===== config.mk =====
export PLATFORM = sky130hd
export DESIGN_NAME = led_fade_driver
export DESIGN_NICKNAME = d
export VERILOG_FILES = /design/src/rtl/led_fade_pkg.sv /design/src/rtl/led_fade_channel.sv /design/src/rtl/led_fade_driver.sv
export SDC_FILE = /design/constraint.sdc
export NUM_CORES = 1
export LEC_CHECK = 0
export ABC_AREA = 1
export BUFFER_PORTS_ARGS = -buffer_cell sky130_fd_sc_hd__buf_2
export CAP_MARGIN = 20
export CORE_MARGIN = 1
export CORE_UTILIZATION = 35
export DETAILED_ROUTE_END_ITERATION = 16
export GPL_TIMING_DRIVEN = 0
export PLACE_DENSITY_LB_ADDON = 0.25
export SYNTH_ARGS = -nofsm -noshare
export SYNTH_HDL_FRONTEND = slang
export SYNTH_SLANG_ARGS = --single-unit
export TNS_END_PERCENT = 5

===== constraint.sdc =====
create_clock -name clk -period 8.9 [get_ports clk]
set_clock_uncertainty 0.15 [all_clocks]
set_input_delay 0.445 -clock clk [delete_from_list [all_inputs] [get_ports clk]]
set_output_delay 0.445 -clock clk [all_outputs]
set_load 0.005 [all_outputs]

===== src/rtl/led_fade_pkg.sv =====
// Shared types and helpers for the LED fade/PWM output stage.
package led_fade_pkg;

  // Widest brightness the level helpers support; one extra bit gives step headroom.
  localparam int unsigned LVL_MAX_BITS = 16;
  localparam int unsigned LVL_W        = LVL_MAX_BITS + 1;

  // Default channel geometry.
  localparam int unsigned DEF_PWM_BITS = 8;
  localparam int unsigned DEF_MAX      = (1 << DEF_PWM_BITS) - 1;

  // Unlit pad level for an active-low board.
  localparam logic UNLIT_ACTIVE_LOW = 1'b1;

  typedef logic [LVL_W-1:0] lvl_t;

  // Move cur toward tgt by step, landing exactly on tgt instead of passing it.
  function automatic lvl_t step_toward(input lvl_t cur, input lvl_t tgt, input lvl_t step);
    lvl_t nxt;
    nxt = cur;
    if (cur < tgt) begin
      nxt = cur + step;
      if (nxt > tgt) begin
        nxt = tgt;
      end
    end else if (cur > tgt) begin
      if ((cur - tgt) <= step) begin
        nxt = tgt;
      end else begin
        nxt = cur - step;
      end
    end
    return nxt;
  endfunction

  // Pad drive level for a lit/unlit decision under the chosen polarity.
  function automatic logic pad_level(input logic lit, input logic active_low);
    return lit ^ active_low;
  endfunction

endpackage


===== src/rtl/led_fade_channel.sv =====
// One LED channel: fade ramp, period-aligned shadow level, PWM compare and pad flop.
module led_fade_channel
  import led_fade_pkg::*;
#(
  parameter int unsigned PWM_BITS   = 8,
  parameter int unsigned FADE_STEP  = 4,
  parameter bit          ACTIVE_LOW = 1'b1
) (
  input  logic                clk,
  input  logic                rst,
  input  logic [PWM_BITS-1:0] target,
  input  logic                tick,
  input  logic                fade_en,
  input  logic [PWM_BITS-1:0] pwm_cnt,
  input  logic                pwm_zero,
  output logic                led_out
);

  localparam logic [PWM_BITS-1:0] MAX   = '1;
  localparam logic                UNLIT = pad_level(1'b0, ACTIVE_LOW);

  logic [PWM_BITS-1:0] work;
  logic [PWM_BITS-1:0] work_nxt;
  logic [PWM_BITS-1:0] shad;
  logic                lit_c;

  // Next working level: jump when fading is off, otherwise one saturating step per tick.
  always_comb begin
    work_nxt = work;
    if (!fade_en) begin
      work_nxt = target;
    end else if (tick) begin
      work_nxt = PWM_BITS'(step_toward(lvl_t'(work), lvl_t'(target), lvl_t'(FADE_STEP)));
    end
  end

  // Working level register.
  always_ff @(posedge clk or posedge rst) begin
    if (rst) begin
      work <= '0;
    end else begin
      work <= work_nxt;
    end
  end

  // Shadow only loads at the period boundary, taking the level before any same-cycle step.
  always_ff @(posedge clk or posedge rst) begin
    if (rst) begin
      shad <= '0;
    end else if (pwm_zero) begin
      shad <= work;
    end
  end

  // Full scale forces lit so the top level has no one-cycle dark gap per period.
  always_comb begin
    lit_c = (shad == MAX) | (pwm_cnt < shad);
  end

  // Registered pad drive.
  always_ff @(posedge clk or posedge rst) begin
    if (rst) begin
      led_out <= UNLIT;
    end else begin
      led_out <= pad_level(lit_c, ACTIVE_LOW);
    end
  end

endmodule


===== src/rtl/led_fade_driver.sv =====
// LED output stage: resynchronises the SoC LED register and drives PWM-faded pads.
module led_fade_driver
  import led_fade_pkg::*;
#(
  parameter int unsigned N_LED      = 8,
  parameter int unsigned PWM_BITS   = 8,
  parameter int unsigned STEP_DIV   = 4096,
  parameter int unsigned FADE_STEP  = 4,
  parameter bit          ACTIVE_LOW = 1'b1
) (
  input  logic             clk,
  input  logic             rst,
  input  logic [N_LED-1:0] led_in,
  input  logic             fade_en,
  output logic [N_LED-1:0] led_out,
  output logic             pwm_sync
);

  localparam int unsigned       PRE_W    = (STEP_DIV > 2) ? $clog2(STEP_DIV) : 1;
  localparam logic [PRE_W-1:0]  PRE_LAST = PRE_W'(STEP_DIV - 1);

  logic [N_LED-1:0]    led_meta;
  logic [N_LED-1:0]    led_s;
  logic [PWM_BITS-1:0] pwm_cnt;
  logic [PRE_W-1:0]    prescaler;
  logic                tick_c;
  logic                pwm_zero_c;

  // Two-flop synchroniser per bit; led_in comes from the divided SoC clock.
  always_ff @(posedge clk or posedge rst) begin
    if (rst) begin
      led_meta <= '0;
      led_s    <= '0;
    end else begin
      led_meta <= led_in;
      led_s    <= led_meta;
    end
  end

  // Free-running PWM period counter, wraps naturally at full scale.
  always_ff @(posedge clk or posedge rst) begin
    if (rst) begin
      pwm_cnt <= '0;
    end else begin
      pwm_cnt <= pwm_cnt + PWM_BITS'(1);
    end
  end

  // Period-start and fade-step strobes.
  always_comb begin
    pwm_zero_c = (pwm_cnt == '0);
    tick_c     = (prescaler == PRE_LAST);
  end

  // Fade-step prescaler, counts 0..STEP_DIV-1.
  always_ff @(posedge clk or posedge rst) begin
    if (rst) begin
      prescaler <= '0;
    end else if (tick_c) begin
      prescaler <= '0;
    end else begin
      prescaler <= prescaler + PRE_W'(1);
    end
  end

  // Period-start marker, one cycle after the counter passes zero.
  always_ff @(posedge clk or posedge rst) begin
    if (rst) begin
      pwm_sync <= 1'b0;
    end else begin
      pwm_sync <= pwm_zero_c;
    end
  end

  // Per-channel ramp/PWM slices; target is full scale or dark.
  for (genvar i = 0; i < N_LED; i++) begin : g_ch
    led_fade_channel #(
      .PWM_BITS   (PWM_BITS),
      .FADE_STEP  (FADE_STEP),
      .ACTIVE_LOW (ACTIVE_LOW)
    ) u_ch (
      .clk      (clk),
      .rst      (rst),
      .target   ({PWM_BITS{led_s[i]}}),
      .tick     (tick_c),
      .fade_en  (fade_en),
      .pwm_cnt  (pwm_cnt),
      .pwm_zero (pwm_zero_c),
      .led_out  (led_out[i])
    );
  end

endmodule


==> summary.md <==
| Metric | Value |
|---|---|
| Run status | completed |
| PD cells | 254 nW/um^2 |
| DR DRC count | 0 |
| Initial antenna violation count | 0 |
| Cell area after placement | 14900 sq um |
| CTS tree | yes |
| Cell area after synthesis | 14100 sq um |
| Non-filler instance count after layout | 2615 |
| Clock period minus final worst setup slack | 3.12 ns |
| Top-Level Pins | 20 |
| Synth warnings | 0 |
| VDD IR max | 0.134 mV |
| Post-synth top flop | dfrtp_1 |
| Reg-to-reg slack, setup | 5.78 ns |
| H-Tree Level Count | 4 |
| Synthesized area per cell | 6.95 sq um |
| Setup Total Neg Slack | 0 ns |
| Layer with the highest usage after global routing | met2 |
| Die area | 41100 sq um |
| Wire length of the first global-routing pass | 60.3 mm |
| Max-cap viol count | 0 |
| Post-CTS Setup Repair Bufs | 0 |
| CTS sink cnt | about 160 |
| Total track usage | 17.8% |
| Row count | 73 |
| Worst r2r path cells | 14 |
| Hold Crit Endpoint | led_s[4]$_DFF_PP0_ |
| Number of enable flip-flop cells after synthesis | 0 |
| Vias in the first global route | approximately 13000 |
| Hold Violations, Final | 0 |
| Share of Yosys cell area claimed by the top area cell type | a little over a quarter |
| Minimum setup slack after placement | 5.73 ns |
| Leading post-synthesis cells by cell area | dfrtp_1 26%, ha_1 17%, nand2_1 14%, inv_1 8.0%, nand3_1 7.7% |
| Detailed-route vias per instance | 4.93 |
| Final instance area | 15600 sq um |
| Via Count | ~13000 |
| Antenna diode count | 0 |
| Final HPWL from detailed placement | around 27 mm |
| Share of cells above drive strength 1 | between 4 and 5% |
| Count of routing violations after the opening detailed-route iteration | 779 |
| Maximum number of buffers from clock root to sink | 2 |
| Aggregate global routing overflow | 0 |
| Highest clock rate | 321 MHz |
| Slew HR | 26.4% |
| PnR worst setup slack | around 5.8 ns |
| Largest net degree at the start of global routing | 85 |
| Wire per inst | 13.4 microns |
| Count of cells along the worst hold path | 0 |
| Horizontal die dimension | between 200 and 250 microns |
| Count of buffers from port buffering | 19 |
| Element type at the critical path end | flip-flop |
| Area growth from synthesis to layout | 10.3% |
| Number of synthesized register bits | 157 |
| Unrepaired setup endpoints after global routing | no |
| Data arrival, critical path | 3.33 ns |
| Start-to-end type of the worst setup path | reg2reg |
| Library cell with the largest summed area after synthesis | dfrtp_1 |
| Num CTS Buffers | 17 |
| Number of iterations in the first detailed-routing pass | 7 |
| Nets@finish | 2275 |
| Synth Instances | between 2000 and 2500 |
| Most used standard cell by instance count after synthesis | nand2_1 |
| Clock latency at the later pin of the worst-skew pair | about 0.43 ns |
| Async set-reset flop share out of synthesis | 100% |
| Buffer cell driving the clock tree root | clkbuf_16 |
| Met2 global-route usage | 29.7% |
| Antenna violation net count after detailed routing | 0 |
| Post-synth net total | roughly 2200 |
| Met1 GRT Util | 24.2% |
| Std-Cell Core Area | 39700 sq um |
| Hold Crit Class | reg2reg |
| Setup violators final | 0 |
| Leakage power of the design | 8.03 nW |
| List of most frequent post-synthesis cells | 533 x nand2_1, 301 x inv_1, 216 x nand3_1 |
| Starting density of the core | 35.5% |
| Final max-slew violation count | 0 |
| Met3 usage in global routing | 1.93% |
| Final cycle utilization of the critical path | between 30% and 40% |
| Worst min-delay path startpoint | led_meta[4]$_DFF_PP0_ |
| Placer's final routability congestion estimate | 0.885 |
| Crit Path Max Fanout | 13 |
| CTS clock-pin slew for the worst setup and hold paths | around 0.060 ns |
| Instance count after placement with tap cells included | 2574 |
| Crit Reg-Reg Endpoint | g_ch[6].u_ch.work[7]$_DFFE_PP0P_ |
| Hold Worst Slack | 0.198 ns |
| Startpoint Class | flip-flop |
| Reg2reg start | led_s[6]$_DFF_PP0_ |
| Proportion of synthesized chip area in sequential cells | 27.9% |
| Vertical die dimension | around 200 microns |
| Slew at the pin closest to its max-slew limit | 1.10 ns |
| Crit path required time | approximately 9.1 ns |
| Total wirelength of the detailed-routed design | 35.1 mm |
| Count of different cell masters after synthesis | 43 |
## registers in the layout, summed over array words and instances (netlist names)
| signal | count |
|---|---|
| g_ch.u_ch.led_out | 8 |
| g_ch.u_ch.shad | 56 |
| g_ch.u_ch.work | 56 |
| led_meta | 8 |
| led_s | 8 |
| prescaler | 12 |
| pwm_cnt | 8 |
| pwm_sync | 1 |
## critical path, cell delays in order, from the launching register on
cell and delay, ns:
dfrtp_1 0.54, inv_1 0.30, ha_1 0.46, inv_1 0.13, a21oi_1 0.20, nand2_1 0.10
a21oi_1 0.13, nand3_1 0.11, nor2_1 0.16, nand3_1 0.23, nand3_1 0.19, nand3_1 0.13
nand2_1 0.10, nand2_1 0.05, nand2_1 0.06
## logic make-up after synthesis
group / Yosys count / synth area share (%)
and+or+nand+nor: 988 / 30.3
DFF: 157 / 27.9
AOI/OAI and AO/OA: 276 / 10.9
buffers and inverters: 343 / 9.39
adders and majority gates: 187 / 16.6
xor gates and xnor gates: 78 / 4.84
## stage by stage
| step | util [%] | power (mW) |
|---|---|---|
| final | 39.2 | 3.95 |
| after detailed placement | 37.5 | 3.22 |
| after CTS | 39.2 | 3.97 |
| after global placement | 37.4 | 3.18 |
| after floorplan | - | 2.73 |
| after global routing | 39.2 | 4.39 |
## repair_timing
action,4_1_cts,5_1_grt
hold endpoints to repair,87,0
hold buffers,9,0
gates resized for setup,0,0
## area by class of cell
type	instances	area (sq um)
Clock buffer	17	425
Clock inverter	15	153
Inverter	310	1180
Buffer	33	156
Multi-Input combinational cell	1529	8840
Tap cell	525	657
Timing Repair Buffer	29	213
Fill cell	4137	24200
Sequential cell	157	3940
## how the worst max path moves through the flow
stage          slack [ns]                          endpoint  cells past startpoint                from
5_1_grt              5.48  g_ch[5].u_ch.work[7]$_DFFE_PP0P_                     19  led_s[5]$_DFF_PP0_
3_5_place_dp         5.73  g_ch[6].u_ch.work[7]$_DFFE_PP0P_                      8             fade_en
3_3_place_gp         2.09           prescaler[11]$_DFF_PP0_                      2                 rst
2_1_floorplan        4.08  g_ch[0].u_ch.shad[1]$_DFFE_PP0P_                      1                 rst
4_1_cts              5.80  g_ch[6].u_ch.work[7]$_DFFE_PP0P_                     14  led_s[6]$_DFF_PP0_
6_report             5.78  g_ch[6].u_ch.work[7]$_DFFE_PP0P_                     14  led_s[6]$_DFF_PP0_
## routing by layer
metal  wire length, microns  share of wire, %  vias up
met5                      0                 0        -
met4                    747               2.1        0
met3                    982               2.8       36
met2                  16200                46      181
met1                  17200                49     5937
li1                       -                 -     6748
## report_power, final
| group | internal [mW] | total [mW] | switching (mW) |
|---|---|---|---|
| clock | 0.395 | 0.726 | 0.331 |
| combinational | 0.819 | 2.24 | 1.42 |
| sequential | 0.814 | 0.983 | 0.168 |
| total | 2.03 | 3.95 | 1.92 |
## cells in the final DEF (no fill, tap or decap), types with 48 or more instances in the layout
cell type  synthesis  layout
inv_1            301     300
nand2_1          533     533
nor2_1           125     125
nand4_1           48      48
ha_1             187     187
dfrtp_1          149     149
o21ai_0           89      89
nand3_1          216     216
a21oi_1          132     132
xor2_1            67      67
(Power assumes the default switching activity.)
